File: src/rtl/ship_hit_detect_pkg.sv
// Shared ship geometry, coordinate widths and hit-detection FSM state encoding.
// Also used by the ship drawing logic so the hit box always matches the sprite.
package ship_hit_detect_pkg;

  localparam int SHIP_HALF_WIDTH = 25;
  localparam int SHIP_HEIGHT     = 50;
  localparam int COORD_W         = 11;
  localparam int CMP_W           = 12;

  typedef enum logic [1:0] {
    ALIVE  = 2'd0,
    INVULN = 2'd1,
    DEAD   = 2'd2
  } ship_state_e;

  // Left edge of the hit box, clamped at the screen edge instead of wrapping.
  function automatic logic [CMP_W-1:0] hit_box_left(input logic [COORD_W-1:0] xpos);
    if (xpos < COORD_W'(SHIP_HALF_WIDTH)) begin
      return '0;
    end
    return {1'b0, xpos} - CMP_W'(SHIP_HALF_WIDTH);
  endfunction

endpackage

File: src/rtl/ship_hit_detect_if.sv
// Signal bundle between the game core and the ship hit detector.
// master drives positions and game events; slave (the detector) returns status.
interface ship_hit_detect_if;
  import ship_hit_detect_pkg::*;

  logic [COORD_W-1:0] xpos_ship;
  logic [COORD_W-1:0] ypos_ship;
  logic [COORD_W-1:0] xpos_enemy_missile;
  logic [COORD_W-1:0] ypos_enemy_missile;
  logic               on_enemy_missile;
  logic               level_change;
  logic               new_game;
  logic               hit_pulse;
  logic               ship_visible;
  logic [2:0]         lives;
  logic               game_over;

  modport master (
    output xpos_ship, ypos_ship, xpos_enemy_missile, ypos_enemy_missile,
    output on_enemy_missile, level_change, new_game,
    input  hit_pulse, ship_visible, lives, game_over
  );

  modport slave (
    input  xpos_ship, ypos_ship, xpos_enemy_missile, ypos_enemy_missile,
    input  on_enemy_missile, level_change, new_game,
    output hit_pulse, ship_visible, lives, game_over
  );

endinterface

File: src/rtl/ship_hit_detect_hit_box.sv
// ship_hit_box: inclusive bounding-box test of the enemy missile tip against the
// ship, evaluated in 12-bit unsigned arithmetic and registered once.
module ship_hit_box
  import ship_hit_detect_pkg::*;
(
  input  logic               pclk,
  input  logic               rst,
  input  logic [COORD_W-1:0] xpos_ship_i,
  input  logic [COORD_W-1:0] ypos_ship_i,
  input  logic [COORD_W-1:0] xpos_missile_i,
  input  logic [COORD_W-1:0] ypos_missile_i,
  input  logic               on_missile_i,
  output logic               overlap_o
);

  logic [CMP_W-1:0] x_lo, x_hi, y_lo, y_hi, x_m, y_m;
  logic             overlap_d, overlap_q;

  always_comb begin
    x_lo = hit_box_left(xpos_ship_i);
    x_hi = {1'b0, xpos_ship_i} + CMP_W'(SHIP_HALF_WIDTH);
    y_lo = {1'b0, ypos_ship_i};
    y_hi = {1'b0, ypos_ship_i} + CMP_W'(SHIP_HEIGHT);
    x_m  = {1'b0, xpos_missile_i};
    y_m  = {1'b0, ypos_missile_i};
    overlap_d = on_missile_i
             && (x_m >= x_lo) && (x_m <= x_hi)
             && (y_m >= y_lo) && (y_m <= y_hi);
  end

  always_ff @(posedge pclk or negedge rst) begin
    if (!rst) begin
      overlap_q <= 1'b0;
    end else begin
      overlap_q <= overlap_d;
    end
  end

  assign overlap_o = overlap_q;

endmodule

File: src/rtl/ship_hit_detect.sv
// Ship hit detector: lives counter, post-hit invulnerability and game-over FSM.
// Define SHIP_BLINK_EN to blink the ship while invulnerable.
module ship_hit_detect
  import ship_hit_detect_pkg::*;
#(
  parameter int LIVES         = 3,
  parameter int INVULN_CYCLES = 130_000_000,
  parameter int BLINK_CYCLES  = 8_125_000
) (
  input  logic              pclk,
  input  logic              rst,
  ship_hit_detect_if.slave  bus
);

  localparam int TIMER_W = $clog2(INVULN_CYCLES + 1);

  ship_state_e        state_q, state_d;
  logic [2:0]         lives_q, lives_d;
  logic [TIMER_W-1:0] timer_q, timer_d;
  logic               hit_q, hit_d;
  logic               game_over_q, game_over_d;
  logic               overlap_q;
  logic               ship_visible;

  ship_hit_box u_hit_box (
    .pclk           (pclk),
    .rst            (rst),
    .xpos_ship_i    (bus.xpos_ship),
    .ypos_ship_i    (bus.ypos_ship),
    .xpos_missile_i (bus.xpos_enemy_missile),
    .ypos_missile_i (bus.ypos_enemy_missile),
    .on_missile_i   (bus.on_enemy_missile),
    .overlap_o      (overlap_q)
  );

  always_ff @(posedge pclk or negedge rst) begin
    if (!rst) begin
      state_q     <= ALIVE;
      lives_q     <= 3'(LIVES);
      timer_q     <= '0;
      hit_q       <= 1'b0;
      game_over_q <= 1'b0;
    end else begin
      state_q     <= state_d;
      lives_q     <= lives_d;
      timer_q     <= timer_d;
      hit_q       <= hit_d;
      game_over_q <= game_over_d;
    end
  end

  // new_game outranks everything, including a hit registered in the same cycle.
  always_comb begin
    state_d     = state_q;
    lives_d     = lives_q;
    timer_d     = timer_q;
    hit_d       = 1'b0;
    game_over_d = game_over_q;
    if (bus.new_game) begin
      state_d     = ALIVE;
      lives_d     = 3'(LIVES);
      timer_d     = '0;
      game_over_d = 1'b0;
    end else begin
      case (state_q)
        ALIVE: begin
          if (overlap_q) begin
            hit_d = 1'b1;
            if (lives_q > 3'd1) begin
              lives_d = lives_q - 3'd1;
              timer_d = TIMER_W'(INVULN_CYCLES - 1);
              state_d = INVULN;
            end else begin
              lives_d     = 3'd0;
              game_over_d = 1'b1;
              state_d     = DEAD;
            end
          end
        end
        INVULN: begin
          if (bus.level_change || (timer_q == '0)) begin
            timer_d = '0;
            state_d = ALIVE;
          end else begin
            timer_d = timer_q - TIMER_W'(1);
          end
        end
        DEAD: begin
          state_d = DEAD;
        end
        default: begin
          state_d = ALIVE;
        end
      endcase
    end
  end

`ifdef SHIP_BLINK_EN
  localparam int BLINK_W = $clog2(BLINK_CYCLES + 1);

  logic [BLINK_W-1:0] blink_cnt_q, blink_cnt_d;
  logic               blink_q, blink_d;

  // Blink phase restarts hidden on every INVULN entry and is cleared outside it.
  always_comb begin
    blink_cnt_d = '0;
    blink_d     = 1'b0;
    if ((state_q == INVULN) && (state_d == INVULN)) begin
      if (blink_cnt_q == BLINK_W'(BLINK_CYCLES - 1)) begin
        blink_cnt_d = '0;
        blink_d     = ~blink_q;
      end else begin
        blink_cnt_d = blink_cnt_q + BLINK_W'(1);
        blink_d     = blink_q;
      end
    end
  end

  always_ff @(posedge pclk or negedge rst) begin
    if (!rst) begin
      blink_cnt_q <= '0;
      blink_q     <= 1'b0;
    end else begin
      blink_cnt_q <= blink_cnt_d;
      blink_q     <= blink_d;
    end
  end

  assign ship_visible = (state_q == ALIVE) || ((state_q == INVULN) && blink_q);
`else
  assign ship_visible = (state_q != DEAD);

  // Keeps BLINK_CYCLES referenced when blinking is compiled out.
  if (BLINK_CYCLES < 1) begin : g_blink_cfg_unused
  end
`endif

  assign bus.hit_pulse    = hit_q;
  assign bus.ship_visible = ship_visible;
  assign bus.lives        = lives_q;
  assign bus.game_over    = game_over_q;

endmodule

File: src/flat_wrapper.sv
// flat-port wrapper written by rule: the top's interface ports become plain ports
module ship_hit_detect_flat import ship_hit_detect_pkg::*;
#(
  parameter int LIVES         = 3,
  parameter int INVULN_CYCLES = 130_000_000,
  parameter int BLINK_CYCLES  = 8_125_000
)
  (pclk, rst, bus_xpos_ship, bus_ypos_ship, bus_xpos_enemy_missile, bus_ypos_enemy_missile, bus_on_enemy_missile, bus_level_change, bus_new_game, bus_hit_pulse, bus_ship_visible, bus_lives, bus_game_over);
  ship_hit_detect_if bus_i ();
  input  logic pclk;
  input  logic rst;
  input wire logic [$bits(bus_i.xpos_ship)-1:0] bus_xpos_ship;
  input wire logic [$bits(bus_i.ypos_ship)-1:0] bus_ypos_ship;
  input wire logic [$bits(bus_i.xpos_enemy_missile)-1:0] bus_xpos_enemy_missile;
  input wire logic [$bits(bus_i.ypos_enemy_missile)-1:0] bus_ypos_enemy_missile;
  input wire logic [$bits(bus_i.on_enemy_missile)-1:0] bus_on_enemy_missile;
  input wire logic [$bits(bus_i.level_change)-1:0] bus_level_change;
  input wire logic [$bits(bus_i.new_game)-1:0] bus_new_game;
  output wire logic [$bits(bus_i.hit_pulse)-1:0] bus_hit_pulse;
  output wire logic [$bits(bus_i.ship_visible)-1:0] bus_ship_visible;
  output wire logic [$bits(bus_i.lives)-1:0] bus_lives;
  output wire logic [$bits(bus_i.game_over)-1:0] bus_game_over;
  assign bus_i.xpos_ship = bus_xpos_ship;
  assign bus_i.ypos_ship = bus_ypos_ship;
  assign bus_i.xpos_enemy_missile = bus_xpos_enemy_missile;
  assign bus_i.ypos_enemy_missile = bus_ypos_enemy_missile;
  assign bus_i.on_enemy_missile = bus_on_enemy_missile;
  assign bus_i.level_change = bus_level_change;
  assign bus_i.new_game = bus_new_game;
  assign bus_hit_pulse = bus_i.hit_pulse;
  assign bus_ship_visible = bus_i.ship_visible;
  assign bus_lives = bus_i.lives;
  assign bus_game_over = bus_i.game_over;
  ship_hit_detect #(.LIVES(LIVES), .INVULN_CYCLES(INVULN_CYCLES), .BLINK_CYCLES(BLINK_CYCLES)) u_core (.pclk(pclk), .rst(rst), .bus(bus_i));
endmodule
File: config.mk
export PLATFORM = sky130hd
export DESIGN_NAME = ship_hit_detect_flat
export DESIGN_NICKNAME = d
export VERILOG_FILES = /design/src/rtl/ship_hit_detect_pkg.sv /design/src/rtl/ship_hit_detect_if.sv /design/src/rtl/ship_hit_detect_hit_box.sv /design/src/rtl/ship_hit_detect.sv /design/src/flat_wrapper.sv
export SDC_FILE = /design/constraint.sdc
export NUM_CORES = 1
export LEC_CHECK = 0
export ABC_AREA = 1
export BUFFER_PORTS_ARGS = -buffer_cell sky130_fd_sc_hd__buf_2
export CORE_AREA = 2 2 107 135
export CTS_CLUSTER_SIZE = 30
export DETAILED_ROUTE_END_ITERATION = 10
export DIE_AREA = 0 0 109 137
export MAX_ROUTING_LAYER = met4
export SYNTH_ARGS = -nofsm -noshare
export SYNTH_HDL_FRONTEND = slang
export SYNTH_HIERARCHICAL = 1
export SYNTH_SLANG_ARGS = --single-unit
File: constraint.sdc
create_clock -name pclk -period 4.3 [get_ports pclk]
set_input_delay 0.645 -clock pclk [delete_from_list [all_inputs] [get_ports pclk]]
set_output_delay 0.645 -clock pclk [all_outputs]
set_load 0.1 [all_outputs]
======== Word-level counts from Yosys, hierarchy flattened ========
Index checks and enable logic that the tools add are counted.
word-level totals
  register bits ........................... 35
  input port bits ......................... 49
  logic and storage cells ................. 62
operators by class
  magnitude comparators ................... 6
  add/sub/neg operators ................... 5
  reductions and logical operators ........ 14
  muxes and demuxes ....................... 24
  equality and inequality tests ........... 7
operators with widths
  operator                                                                          number
  27-bit two-way mux                                                                4
  27-bit one-hot mux with 2 select lines                                            1
  27-bit zero test                                                                  1
  27-bit by 1-bit subtractor with 27-bit output (second input constant)             1
  11-bit by 12-bit <= comparator with 1-bit output                                  2
  12-bit two-way mux                                                                2
  11-bit by 5-bit adder with 12-bit output (second input constant)                  1
  11-bit by 6-bit adder with 12-bit output (second input constant)                  1
  11-bit by 12-bit >= comparator with 1-bit output                                  1
  3-bit two-way mux                                                                 4
  11-bit by 5-bit subtractor with 12-bit output (second input constant)             1
  11-bit >= comparator                                                              1
  11-bit by 5-bit less-than comparator with 1-bit output (second input constant)    1
  1-bit two-way mux                                                                 8
  2-bit two-way mux                                                                 4
  3-bit by 2-bit != test with 1-bit output (second input constant)                  2
  2-bit one-hot mux with 3 select lines                                             1
  3-bit AND reduction                                                               2
  1-bit logical AND                                                                 4
  2-bit != test (second input constant)                                             2
  2-bit AND reduction                                                               2
  2-bit nonzero test                                                                2
  3-bit by 1-bit greater-than comparator with 1-bit output (second input constant)  1
  3-bit != test (second input constant)                                             1
  6 further kinds                                                                   6

======== Longest topological paths before layout ========
Gate-level depths: netlist (run 1).
  depth after elaboration ................. 8
  mapped depth ............................ 22
  gate-level depth less buffers ........... 22

======== By module ========
The synthesis (run 1) kept the hierarchy.
by module, submodules not included
  module           times used  area each (um^2)  cells each
  ship_hit_detect  1           2376.0            346
  ship_hit_box     1           1672.9            273

======== Worst setup path before layout (run 1) ========
No wires, ideal clock.
  path kind ............................... in2reg
  start point ............................. in bus_xpos_ship[0]
  end point ............................... reg u_core.u_hit_box.overlap_q (netlist: u_core/u_hit_box/overlap_o)
  setup slack ............................. 1.952 ns
  stages on the path ...................... 22
  data required time ...................... 4.186 ns
  setup time .............................. 0.114 ns
  arrival time ............................ 2.233 ns
  cell sequence ........................... inv_1 ha_1 nand2_2 nand2_1 nand3_1 nor2_2 nor2_1 ha_1 inv_1 nand2_1 nand2_1 nand2_1 nand2_1 nand2_1 nand2_1 nand2_1 nand2_1 nand2_1 nand2_1 nand2_1 nand2_1 nor2_1
on the way
  longest elaborated chain between the ends .. 8
  elaborated cells on any way between the ends .. 11
ends and longest elaborated chain
  element                                                 line                           text
  from (decl)                                             flat_wrapper.sv:12             input wire logic [$bits(bus_i.xpos_ship)-1:0] bus_xpos_ship;
  11-bit by 5-bit less-than comparator with 1-bit output  ship_hit_detect_pkg.sv:18      if (xpos < COORD_W'(SHIP_HALF_WIDTH)) begin
  1-bit two-way mux                                       ship_hit_detect_pkg.sv:18
  12-bit two-way mux                                      ship_hit_detect_pkg.sv:21      return {1'b0, xpos} - CMP_W'(SHIP_HALF_WIDTH);
  11-bit by 12-bit >= comparator with 1-bit output        ship_hit_detect_hit_box.sv:27  && (x_m >= x_lo) && (x_m <= x_hi)
  1-bit logical AND                                       ship_hit_detect_hit_box.sv:27
  1-bit logical AND *                                     ship_hit_detect_hit_box.sv:27
  1-bit logical AND * (2 in series)                       ship_hit_detect_hit_box.sv:28  && (y_m >= y_lo) && (y_m <= y_hi);
  via u_core.u_hit_box.overlap_d                          ship_hit_detect_hit_box.sv:17  logic overlap_d, overlap_q;
  to (signal assigned)                                    ship_hit_detect_hit_box.sv:35  overlap_q <= overlap_d;
  to (decl)                                               ship_hit_detect_hit_box.sv:17
Mark *: on every way through the listed nets, which the timed path passes. The rest lies on a longest branch.
A chain may end at the register's enable or synchronous reset.

======== Final worst setup path (run 1) ========
  start point ............................. in bus_ypos_ship[1]
  end point ............................... reg u_core.u_hit_box.overlap_q (netlist: u_core/u_hit_box/overlap_o)
on the way
  longest elaborated chain between the ends .. 3
  elaborated cells on any way between the ends .. 5
ends and longest elaborated chain
  element                                                                                       line                                                          text
  from (decl)                                                                                   flat_wrapper.sv:13                                            input wire logic [$bits(bus_i.ypos_ship)-1:0] bus_ypos_ship;
  11-bit by 6-bit adder with 12-bit output / 11-bit >= comparator (equally long branches)       ship_hit_detect_hit_box.sv:23, ship_hit_detect_hit_box.sv:28
  11-bit by 12-bit <= comparator with 1-bit output / 1-bit logical AND (equally long branches)  ship_hit_detect_hit_box.sv:28
  1-bit logical AND *                                                                           ship_hit_detect_hit_box.sv:28
  via u_core.u_hit_box.overlap_d                                                                ship_hit_detect_hit_box.sv:17
Marked as above.

==> results of run 1 <==
## worst paths after layout
check | startpoint | endpoint | slack (ns) | cells past startpoint
setup / recovery | bus_ypos_ship[1] | u_core/u_hit_box/overlap_o$_DFF_PN0_ | 1.72 | 16
hold / removal | rst | u_core/timer_q[24]$_DFFE_PN0P_ | 0.46 | 1
setup reg to reg | u_core/bus.lives[1]$_DFFE_PN1P_ | u_core/timer_q[22]$_DFFE_PN0P_ | 2.06 | 12
hold reg to reg | u_core/bus.game_over$_DFFE_PN0P_ | u_core/bus.game_over$_DFFE_PN0P_ | 0.50 | 2
max in group asynchronous | rst | u_core/timer_q[15]$_DFFE_PN0P_ | 3.31 | 1
min in group pclk | u_core/bus.game_over$_DFFE_PN0P_ | u_core/bus.game_over$_DFFE_PN0P_ | 0.50 | 2
## kinds of logic after synthesis
| kind of cell | share of synthesized area [%] |
|---|---|
| buf+inv | 9.765 |
| simple gates | 39.12 |
| flops | 21.69 |
| xor+xnor | 5.841 |
| fa+ha+maj | 15.45 |
| compound gates | 8.128 |
## sequential cells by signal, indices dropped and copies added (netlist names)
signal and count:
u_core/timer_q 27, u_core/u_hit_box/overlap_o 1, u_core/bus.hit_pulse 1, u_core/state_q 2, u_core/bus.game_over 1, u_core/bus.lives 3
## cell usage after synthesis (2+ instances only)
cell type    n
dfrtp_1     33
nand3_1     42
buf_2        2
xor2_1      21
and3_1       2
a31oi_1      2
nor2_2      12
buf_4        2
nand3_2      8
xnor2_1      6
nor2_4       5
nand4_1     14
inv_2        3
dfstp_2      2
inv_1       84
nor2_1      57
a21oi_1     17
nand2_2      8
o21ai_0     20
o21ai_1      6
nor3_1       6
o21bai_1     5
o211ai_1     2
o21ai_2      2
nand2_1    197
ha_1        50
## layer usage
metal	GRT usage (%)	vias to the layer above	routed length [µm]	share of wire, %
met4	5.271	0	230	2.3
met2	26.16	66	5095	51
met3	1.333	13	321	3.2
met5	-	-	0	0
li1	-	2090	-	-
met1	16.97	1784	4318	43
## layout make-up
cell class / instances / area [µm²] / share of cell area, %
clock inverters: 3 / 20.02 / 0.4315
inverters: 87 / 326.6 / 7.039
well taps: 175 / 219.0 / 4.720
repair buffers: 57 / 292.8 / 6.311
flip-flops and latches: 35 / 878.3 / 18.93
clock buffers: 5 / 125.1 / 2.697
diodes: 1 / 2.502 / 0.05394
multi-input cells: 489 / 2775 / 59.82
## where the power goes
part           leakage (µW)  internal (µW)  switching, µW
Combinational       0.00201            155            269
Sequential         0.000446            361           37.3
Clock             0.0000658            213            144
Total               0.00252            730            450
## per-stage QoR
stage | hold WS [ns] | setup WS (ns) | instance area (µm²)
2_1_floorplan | 0.3494 | 1.952 | 4049
3_3_place_gp | 0.4839 | 1.395 | 4492
3_5_place_dp | 0.4913 | 1.399 | 4492
4_1_cts | 0.5029 | 1.677 | 4637
5_1_grt | 0.5389 | 1.449 | 4639
6_report | 0.4550 | 1.721 | 4639
==> flow_metrics.py, run 1 <==
metrics = {
    "outcome": {
        "outcome": "finished, final reports clean",
    },
    "detailed_routing": {
        "via_per_inst": 4.640,
        "wl_per_cell_um": 11.70,
        "via_count": 3953,
        "drt_iter0_markers": 186,
        "drc_errors": 0,
        "final_antenna_net_count": 0,
        "wl_mm": 9.966,
        "first_pass_iters": 4,
    },
    "layout": {
        "fin_nets": 774,
        "syn2layout_area_growth_pct": 14.59,
        "postLayoutCoreUtil_pct": 34.03,
        "drive_above_1_share_pct": 15.83,
        "final_cell_mix": "197 x nand2_1, 84 x inv_1, 57 x nor2_1",
        "nFillCells": 1525,
        "stdcell_count": 852,
        "mostFrequentLayoutCell": "nand2_1",
    },
    "setup_path": {
        "crit_chain": "buf_2, ha_1, a21oi_1, nand2_1, nand4_1, xor2_1, ha_1, nand2_1, nor3_1, nand2_1, nand3_1, nand2_1, nand2_1, nand2_1, nand2_1, nor2_1",
        "path_buf_inv": 1,
        "crit_family": "simple AND/OR/NAND/NOR gates",
        "setup.worst_path.start_class": "primary input",
        "critPathKind": "primary input to flip-flop",
        "arrival_ns": 2.75,
        "required_ns": 4.47,
        "slowest_stage": "ha_1",
        "crit_path_max_incr_delay_ns": 0.30,
        "critPathMaxFanout": 4,
        "crit_path_frequent_cell": "nand2_1",
        "critPathCaptureType": "flip-flop",
    },
    "timing": {
        "post-route-period-util_pct": 59.97,
        "min_period_ns": 2.579,
        "worst_slew_pin_slew_ns": 0.8288,
        "setup-tns-final_ns": 0,
        "hold_viol_final": 0,
        "fin_skew_ns": 0.004911,
        "slew_headroom_pct": 44.75,
        "clock.fmax_ghz": 0.3878,
        "rsz0062_at_grt": "false",
        "slew_viol_final": 0,
        "finalSetupViolCount": 0,
    },
    "synth": {
        "ys_seq_area_share_pct": 21.69,
        "synth-async-reset-ratio_pct": 100.0,
        "synth_ff_type": "dfrtp_1",
        "synth_fp_nets": 718,
        "ys_seq_elements": 35,
        "synth_top_area_share_pct": 20.40,
        "synth_area_per_cell_um2": 6.541,
        "synth_cells": 619,
        "synth_edf_count": 0,
        "yosysWarnings": 6,
        "synth_area_leaders": "dfrtp_1 20%, nand2_1 18%, ha_1 15%, inv_1 7.8%, nor2_1 5.3%",
        "netlist_area_mm2": 0.004049,
        "synth.largest_area_cell": "dfrtp_1",
        "yosysUniqueCellTypes": 37,
    },
    "floorplanning": {
        "core-area_mm2": 0.01363,
        "initial_utilization_pct": 29.70,
        "dieArea_mm2": 0.01493,
        "rows": 48,
        "die_h_um": 137,
        "dieWidth_um": 109,
        "io_pins": 55,
    },
    "power": {
        "peakVddDrop_v": 0.0001629,
        "power_density_mw_per_mm2": 254.3,
        "total_power_uw": 1180,
        "power_leakage_uw": 0.002521,
    },
    "global_route": {
        "grt_max_degree": 36,
        "grtUsageTotal_pct": 14.67,
        "grt_pass1_vias": 3889,
        "grt_pass1_wl_mm": 17.31,
        "antenna_found_initial": 1,
        "grt_overflow": 0,
    },
    "placement": {
        "dpl.cell_count": 843,
        "gp_congestion": 0.8727,
        "portBuffers": 54,
        "detailed_place_hpwl_mm": 7.963,
    },
    "clock_network": {
        "clkTransAtPathRegs_ns": 0.06,
        "ctsHoldBuffers": 0,
        "cts_tree": "done",
        "clock_latency_ns": 0.28,
        "cts_setup_buffers": 0,
        "root_buffer": "clkbuf_16",
        "clockBufferDepth": 2,
        "cts.repair.resized": 0,
        "htree_levels": 2,
        "cts-buffers-inserted": 5,
        "cts.sinks": 35,
    },
    "min_path": {
        "hold_path.class": "primary input to asynchronous set/reset pin",
    },
    "run": {
        "maxCapViolCount": 0,
    },
}
(Power assumes the default switching activity.)
==> run 2, diff against run 1 <==
Clock period 4.3 ns to 2.1 ns, I/O delays scaled along.
==> run 2 against run 1 <==
The run now ends with negative hold slack left. Clock-buffer cell count stayed put. Core utilization is 3.0 points higher. Hold slack worse by 0.46 ns. Sequential power is 110% higher. Combinational power is 130% higher. First-iteration DRC count is 37% lower. Power is 110% higher. Via count is 2.9% higher. Cell count is 4.9% higher. Critical path depth is 5 lower. Routed wire length is 5.0% higher. Largest cell class unchanged. Largest power group unchanged. Highest routed layer unchanged.
==> flow_metrics.py, run 2 (synthesized netlist as in run 1, its figures left out) <==
metrics = {
    "setup_path": {
        "arrival_ns": 2.14,
        "critPathKind": "flip-flop to flip-flop",
        "reg2regPathDepth": 11,
        "critPathMaxFanout": 8,
        "critPathCaptureType": "flip-flop",
        "required_ns": 2.27,
        "setup.worst_path.start_class": "flip-flop",
    },
    "run": {
        "maxCapViolCount": 0,
    },
    "power": {
        "p_seq_share_pct": 32.7,
        "power_frac_clock_pct": 29.0,
        "intPower_uw": 1557,
        "power_density_mw_per_mm2": 496.5,
        "power_leakage_uw": 0.002743,
        "p_comb_share_pct": 38.3,
        "p_sw_share_pct": 37.92,
        "power.switching_uw": 950.8,
        "peakVddDrop_v": 0.0002719,
    },
    "layout": {
        "largest_reg_flops": 27,
        "antenna_cells": 0,
        "drive_above_1_share_pct": 22.81,
        "top_register": "u_core/timer_q",
        "mostFrequentLayoutCell": "nand2_1",
        "syn2layout_area_growth_pct": 24.75,
        "postLayoutCoreUtil_pct": 37.05,
        "fin_nets": 817,
        "final_cell_mix": "193 x nand2_1, 83 x inv_1, 54 x buf_2, 54 x nor2_1, 49 x ha_1",
    },
    "floorplanning": {
        "io_pins": 55,
        "core-area_mm2": 0.01363,
        "initial_utilization_pct": 29.70,
        "dieWidth_um": 109,
        "dieArea_mm2": 0.01493,
        "die_h_um": 137,
        "rows": 48,
    },
    "clock_network": {
        "clock_latency_ns": 0.28,
        "clkTransAtPathRegs_ns": 0.06,
        "htree_levels": 2,
        "cts_tree": "done",
        "cts-buffers-inserted": 5,
        "clockBufferDepth": 2,
        "cts.sinks": 35,
        "root_buffer": "clkbuf_16",
    },
    "detailed_routing": {
        "drc_errors": 0,
        "drt_iter0_markers": 117,
        "via_count": 4068,
        "wl_per_cell_um": 11.71,
        "wl_mm": 10.47,
        "first_pass_iters": 4,
        "final_antenna_net_count": 0,
        "via_per_inst": 4.550,
    },
    "placement": {
        "gp_congestion": 0.8568,
        "detailed_place_hpwl_mm": 8.471,
        "portBuffers": 54,
    },
    "timing": {
        "finalHoldWorstSlack_ns": -0.001386,
        "worst_slew_pin_slew_ns": 0.5087,
        "finalSetupViolCount": 0,
        "clock.fmax_ghz": 0.5079,
        "fin_skew_ns": 0.005631,
        "min_period_ns": 1.969,
        "hold_viol_final": 1,
        "post-route-period-util_pct": 93.75,
        "slew_viol_final": 0,
        "slew_headroom_pct": 66.08,
    },
    "global_route": {
        "antenna_found_initial": 0,
        "grt_pass1_vias": 3931,
        "grt_pass1_wl_mm": 17.68,
        "grt_max_degree": 24,
        "grtUsageTotal_pct": 14.95,
        "grt_overflow": 0,
    },
    "min_path": {
        "hold_path.class": "primary input to asynchronous set/reset pin",
    },
    "outcome": {
        "outcome": "complete, but fails checks",
        "violations": "negative hold slack",
    },
}
==> run 2: metrics by stage <==
step	setup slack (ns)	area, µm²	power (µW)	instances	TNS (ns)
2_1_floorplan	0.005916	4053	1461	619	0
3_3_place_gp	-0.4389	4816	1769	884	-0.4389
3_5_place_dp	-0.4536	4816	1777	884	-0.4536
4_1_cts	0.01787	4965	2533	892	0
5_1_grt	-0.01019	5051	2718	894	-0.01019
6_report	0.1312	5051	2508	894	0
==> run 2: final timing paths <==
kind                                            startpoint                                to  slack (ns)
max reg2reg                u_core/bus.lives[1]$_DFFE_PN1P_    u_core/timer_q[12]$_DFFE_PN0P_        0.13
max                        u_core/bus.lives[1]$_DFFE_PN1P_    u_core/timer_q[12]$_DFFE_PN0P_        0.13
min in group pclk                             bus_new_game  u_core/bus.game_over$_DFFE_PN0P_        0.38
min                                                    rst    u_core/timer_q[18]$_DFFE_PN0P_      -0.001
max in group asynchronous                              rst   u_core/bus.lives[0]$_DFFE_PN1P_        1.51
min reg2reg                  u_core/timer_q[0]$_DFFE_PN0P_     u_core/timer_q[0]$_DFFE_PN0P_        0.51
==> run 2: power groups by stage <==
stage	Clock, µW	Sequential, µW	Combinational, µW
finish	726	821	961
detailed placement	0	831	946
CTS	760	820	954
global route	783	830	1110
global placement	0	829	940
floorplan	0	821	640
==> run 2: worst max-delay path, cell delays in order (launching register included) <==
cell,delay (ns)
dfstp_4,0.62
inv_1,0.07
ha_1,0.17
o21bai_1,0.15
nand2_1,0.08
nand2_1,0.07
nand2_1,0.10
nand2_4,0.09
buf_4,0.18
nor2_1,0.13
xnor2_1,0.14
nor2_1,0.05
==> run 2: area by class of cell <==
class / instances / area (µm²)
tap: 175 / 219.0
timing repair buffer: 100 / 628.1
multi-input combinational: 489 / 2853
sequential: 35 / 882.1
clock inverter: 3 / 15.01
inverter: 87 / 329.1
fill: 1467 / 8582
clock buffer: 5 / 125.1
==> run 2: layer usage <==
metal,vias to the layer above,GRT usage [%],part of all wire [%]
met2,54,27.85,52
met3,9,1.619,2.6
met4,0,3.205,1.3
met5,-,-,0
met1,1823,17.02,44
li1,2182,-,-
==> run 2: what timing repair did <==
| action | CTS | global route |
|---|---|---|
| pin swaps | 0 | 7 |
| setup endpoints to repair | 1 | 25 |
| gates resized for setup | 2 | 19 |
| hold buffers | 0 | 0 |
| gates cloned | 0 | 0 |
| setup buffers | 0 | 2 |
==> run 3, diff against run 2 <==
Settings changed: CELL_PAD_IN_SITES_DETAIL_PLACEMENT set to 1, CELL_PAD_IN_SITES_GLOBAL_PLACEMENT set to 2, CORE_AREA 2 2 107 135 to 2 2 109 138, DIE_AREA 0 0 109 137 to 0 0 111 140, PLACE_DENSITY_LB_ADDON set to 0.1.
==> run 3 against run 2 <==
The flow now finishes without violations. First-iteration DRC count decreased by 4.3%. Sequential power down 0.5%. Largest cell class unchanged. Flip-flop and latch count stayed put. Die area increased by 4.1%. Combinational power increased by 8%.
==> flow_metrics.py, run 3 (synthesized netlist as in run 1, its figures left out) <==
metrics = {
    "outcome": {
        "outcome": "finished, final reports clean",
    },
    "setup_path": {
        "critPathCaptureType": "flip-flop",
        "r2r-end": "u_core/timer_q[12]$_DFFE_PN0P_",
        "worst-path-stages": 11,
        "setup.worst_path.start_class": "flip-flop",
        "reg2reg_from": "u_core/bus.lives[1]$_DFFE_PN1P_",
        "worst-r2r-setup-slack_ns": 0.13,
        "path_buf_inv": 2,
        "critPathKind": "flip-flop to flip-flop",
        "slowest_stage": "dfstp_4",
        "crit_chain": "inv_1, ha_1, o21bai_1, nand2_1, nand2_1, nand2_1, nand2_2, buf_6, nor2_1, xnor2_1, nor2_1",
        "arrival_ns": 2.13,
        "critPathMaxFanout": 10,
        "reg2regPathDepth": 11,
        "crit_path_frequent_cell": "nand2_1",
        "crit_path_max_incr_delay_ns": 0.61,
        "required_ns": 2.27,
        "crit_family": "flip-flops",
    },
    "floorplanning": {
        "rows": 49,
        "dieArea_mm2": 0.01554,
        "io_pins": 55,
        "die_h_um": 140,
        "core-area_mm2": 0.01416,
        "dieWidth_um": 111,
        "initial_utilization_pct": 28.59,
    },
    "detailed_routing": {
        "via_per_inst": 4.729,
        "first_pass_iters": 4,
        "wl_per_cell_um": 14.28,
        "wl_mm": 12.91,
        "drt_iter0_markers": 112,
        "final_antenna_net_count": 0,
        "via_count": 4275,
        "drc_errors": 0,
    },
    "layout": {
        "top_register": "u_core/timer_q",
        "drive_above_1_share_pct": 23.69,
        "fin_nets": 824,
        "postLayoutCoreUtil_pct": 36.24,
        "final_cell_mix": "191 x nand2_1, 82 x inv_1, 56 x nor2_1",
        "syn2layout_area_growth_pct": 26.76,
        "antenna_cells": 0,
        "mostFrequentLayoutCell": "nand2_1",
        "largest_reg_flops": 27,
    },
    "min_path": {
        "hold_end": "u_core/bus.game_over$_DFFE_PN0P_",
        "whs_path_depth": 2,
        "min-delay-start": "bus_new_game",
        "hold_path.class": "primary input to flip-flop",
    },
    "timing": {
        "hold_viol_final": 0,
        "fin_skew_ns": 0.002636,
        "slew_headroom_pct": 67.73,
        "min_period_ns": 1.966,
        "slew_viol_final": 0,
        "worst_slew_pin_slew_ns": 0.4831,
        "post-route-period-util_pct": 93.62,
        "clock.fmax_ghz": 0.5086,
        "rsz0062_at_grt": "true",
        "finalSetupViolCount": 0,
    },
    "power": {
        "p_comb_share_pct": 40.3,
        "power_frac_clock_pct": 27.9,
        "p_seq_share_pct": 31.7,
        "power_leakage_uw": 0.002787,
        "power.switching_uw": 990.4,
        "power_density_mw_per_mm2": 502.1,
        "peakVddDrop_v": 0.0003974,
        "intPower_uw": 1587,
        "total_power_uw": 2577,
        "p_sw_share_pct": 38.43,
    },
    "run": {
        "maxCapViolCount": 0,
    },
    "global_route": {
        "antenna_found_initial": 0,
        "grt_overflow": 0,
        "grtUsageTotal_pct": 17.63,
        "grt_pass1_vias": 4626,
        "grt_pass1_wl_mm": 21.76,
        "grt_max_degree": 24,
    },
    "clock_network": {
        "root_buffer": "clkbuf_16",
        "cts.sinks": 35,
        "htree_levels": 2,
        "clock_latency_ns": 0.28,
        "clkTransAtPathRegs_ns": 0.05,
        "cts_tree": "done",
        "cts-buffers-inserted": 5,
        "clockBufferDepth": 2,
    },
    "placement": {
        "portBuffers": 54,
        "gp_congestion": 0.7922,
        "detailed_place_hpwl_mm": 10.83,
    },
}
-- run 3: routing by layer --
metal	global-route usage, %	share of wire, %	vias to the layer above
met3	1.385	1.5	9
li1	-	-	2186
met2	35.42	57	42
met5	-	0	-
met4	4.737	1.1	0
met1	18.19	40	2038
-- run 3: per-stage QoR --
stage / area [µm²] / worst slack, ns / setup TNS (ns) / hold WS (ns) / std cells
after detailed placement: 4877 / -0.4401 / -0.4401 / 0.2757 / 893
final: 5132 / 0.1339 / 0 / 0.3492 / 904
after global routing: 5132 / -0.05519 / -0.06998 / 0.3651 / 904
after global placement: 4877 / -0.3812 / -0.3812 / 0.2802 / 893
after floorplan: 4053 / 0.005916 / 0 / 0.01941 / 619
after CTS: 5034 / 0.04266 / 0 / 0.3375 / 902
-- run 3: worst max-delay path by stage --
| stage | endpoint | start | slack [ns] |
|---|---|---|---|
| global route | u_core/u_hit_box/overlap_o$_DFF_PN0_ | bus_ypos_ship[1] | -0.06 |
| floorplan | u_core/timer_q[13]$_DFFE_PN0P_ | u_core/bus.lives[1]$_DFFE_PN1P_ | 0.006 |
| detailed placement | u_core/u_hit_box/overlap_o$_DFF_PN0_ | bus_ypos_ship[1] | -0.44 |
| CTS | u_core/u_hit_box/overlap_o$_DFF_PN0_ | bus_ypos_ship[1] | 0.04 |
| finish | u_core/timer_q[12]$_DFFE_PN0P_ | u_core/bus.lives[1]$_DFFE_PN1P_ | 0.13 |
| global placement | u_core/u_hit_box/overlap_o$_DFF_PN0_ | bus_ypos_ship[1] | -0.38 |
-- run 3: worst register-to-register path, delay by kind of cell (launching register included) --
kind / cells / cell delay [ns]
adder cells (fa/ha/maj): 1 / 0.17
AND/OR/NAND/NOR: 6 / 0.54
AO/OA/AOI/OAI: 1 / 0.16
XOR/XNOR: 1 / 0.13
buffers and inverters: 2 / 0.24
flip-flops: 1 / 0.61
-- run 3: final cells by class --
cell class              count  area, µm²
fillers                  1831       9030
multi-input cells         489       2859
flip-flops and latches     35      882.1
repair buffers            107      701.9
inverters                  87      329.1
well taps                 178      222.7
clock buffers               7      132.6
clock inverters             1      5.005
-- run 3: power by group through the flow --
| stage | Clock, µW | Combinational [µW] | Sequential [µW] |
|---|---|---|---|
| after floorplan | 0 | 640 | 821 |
| after global placement | 0 | 996 | 826 |
| after detailed placement | 0 | 1020 | 829 |
| after CTS | 755 | 1030 | 818 |
| after global routing | 790 | 1190 | 828 |
| final | 720 | 1040 | 817 |
-- run 3: timing repair --
action / 4_1_cts / 5_1_grt
setup buffers: 0 / 2
endpoints found under the setup margin: 1 / 25
endpoints found under the hold margin: 14 / 0
hold buffers: 1 / 0
pin swaps: 1 / 10
gates resized for setup: 2 / 24
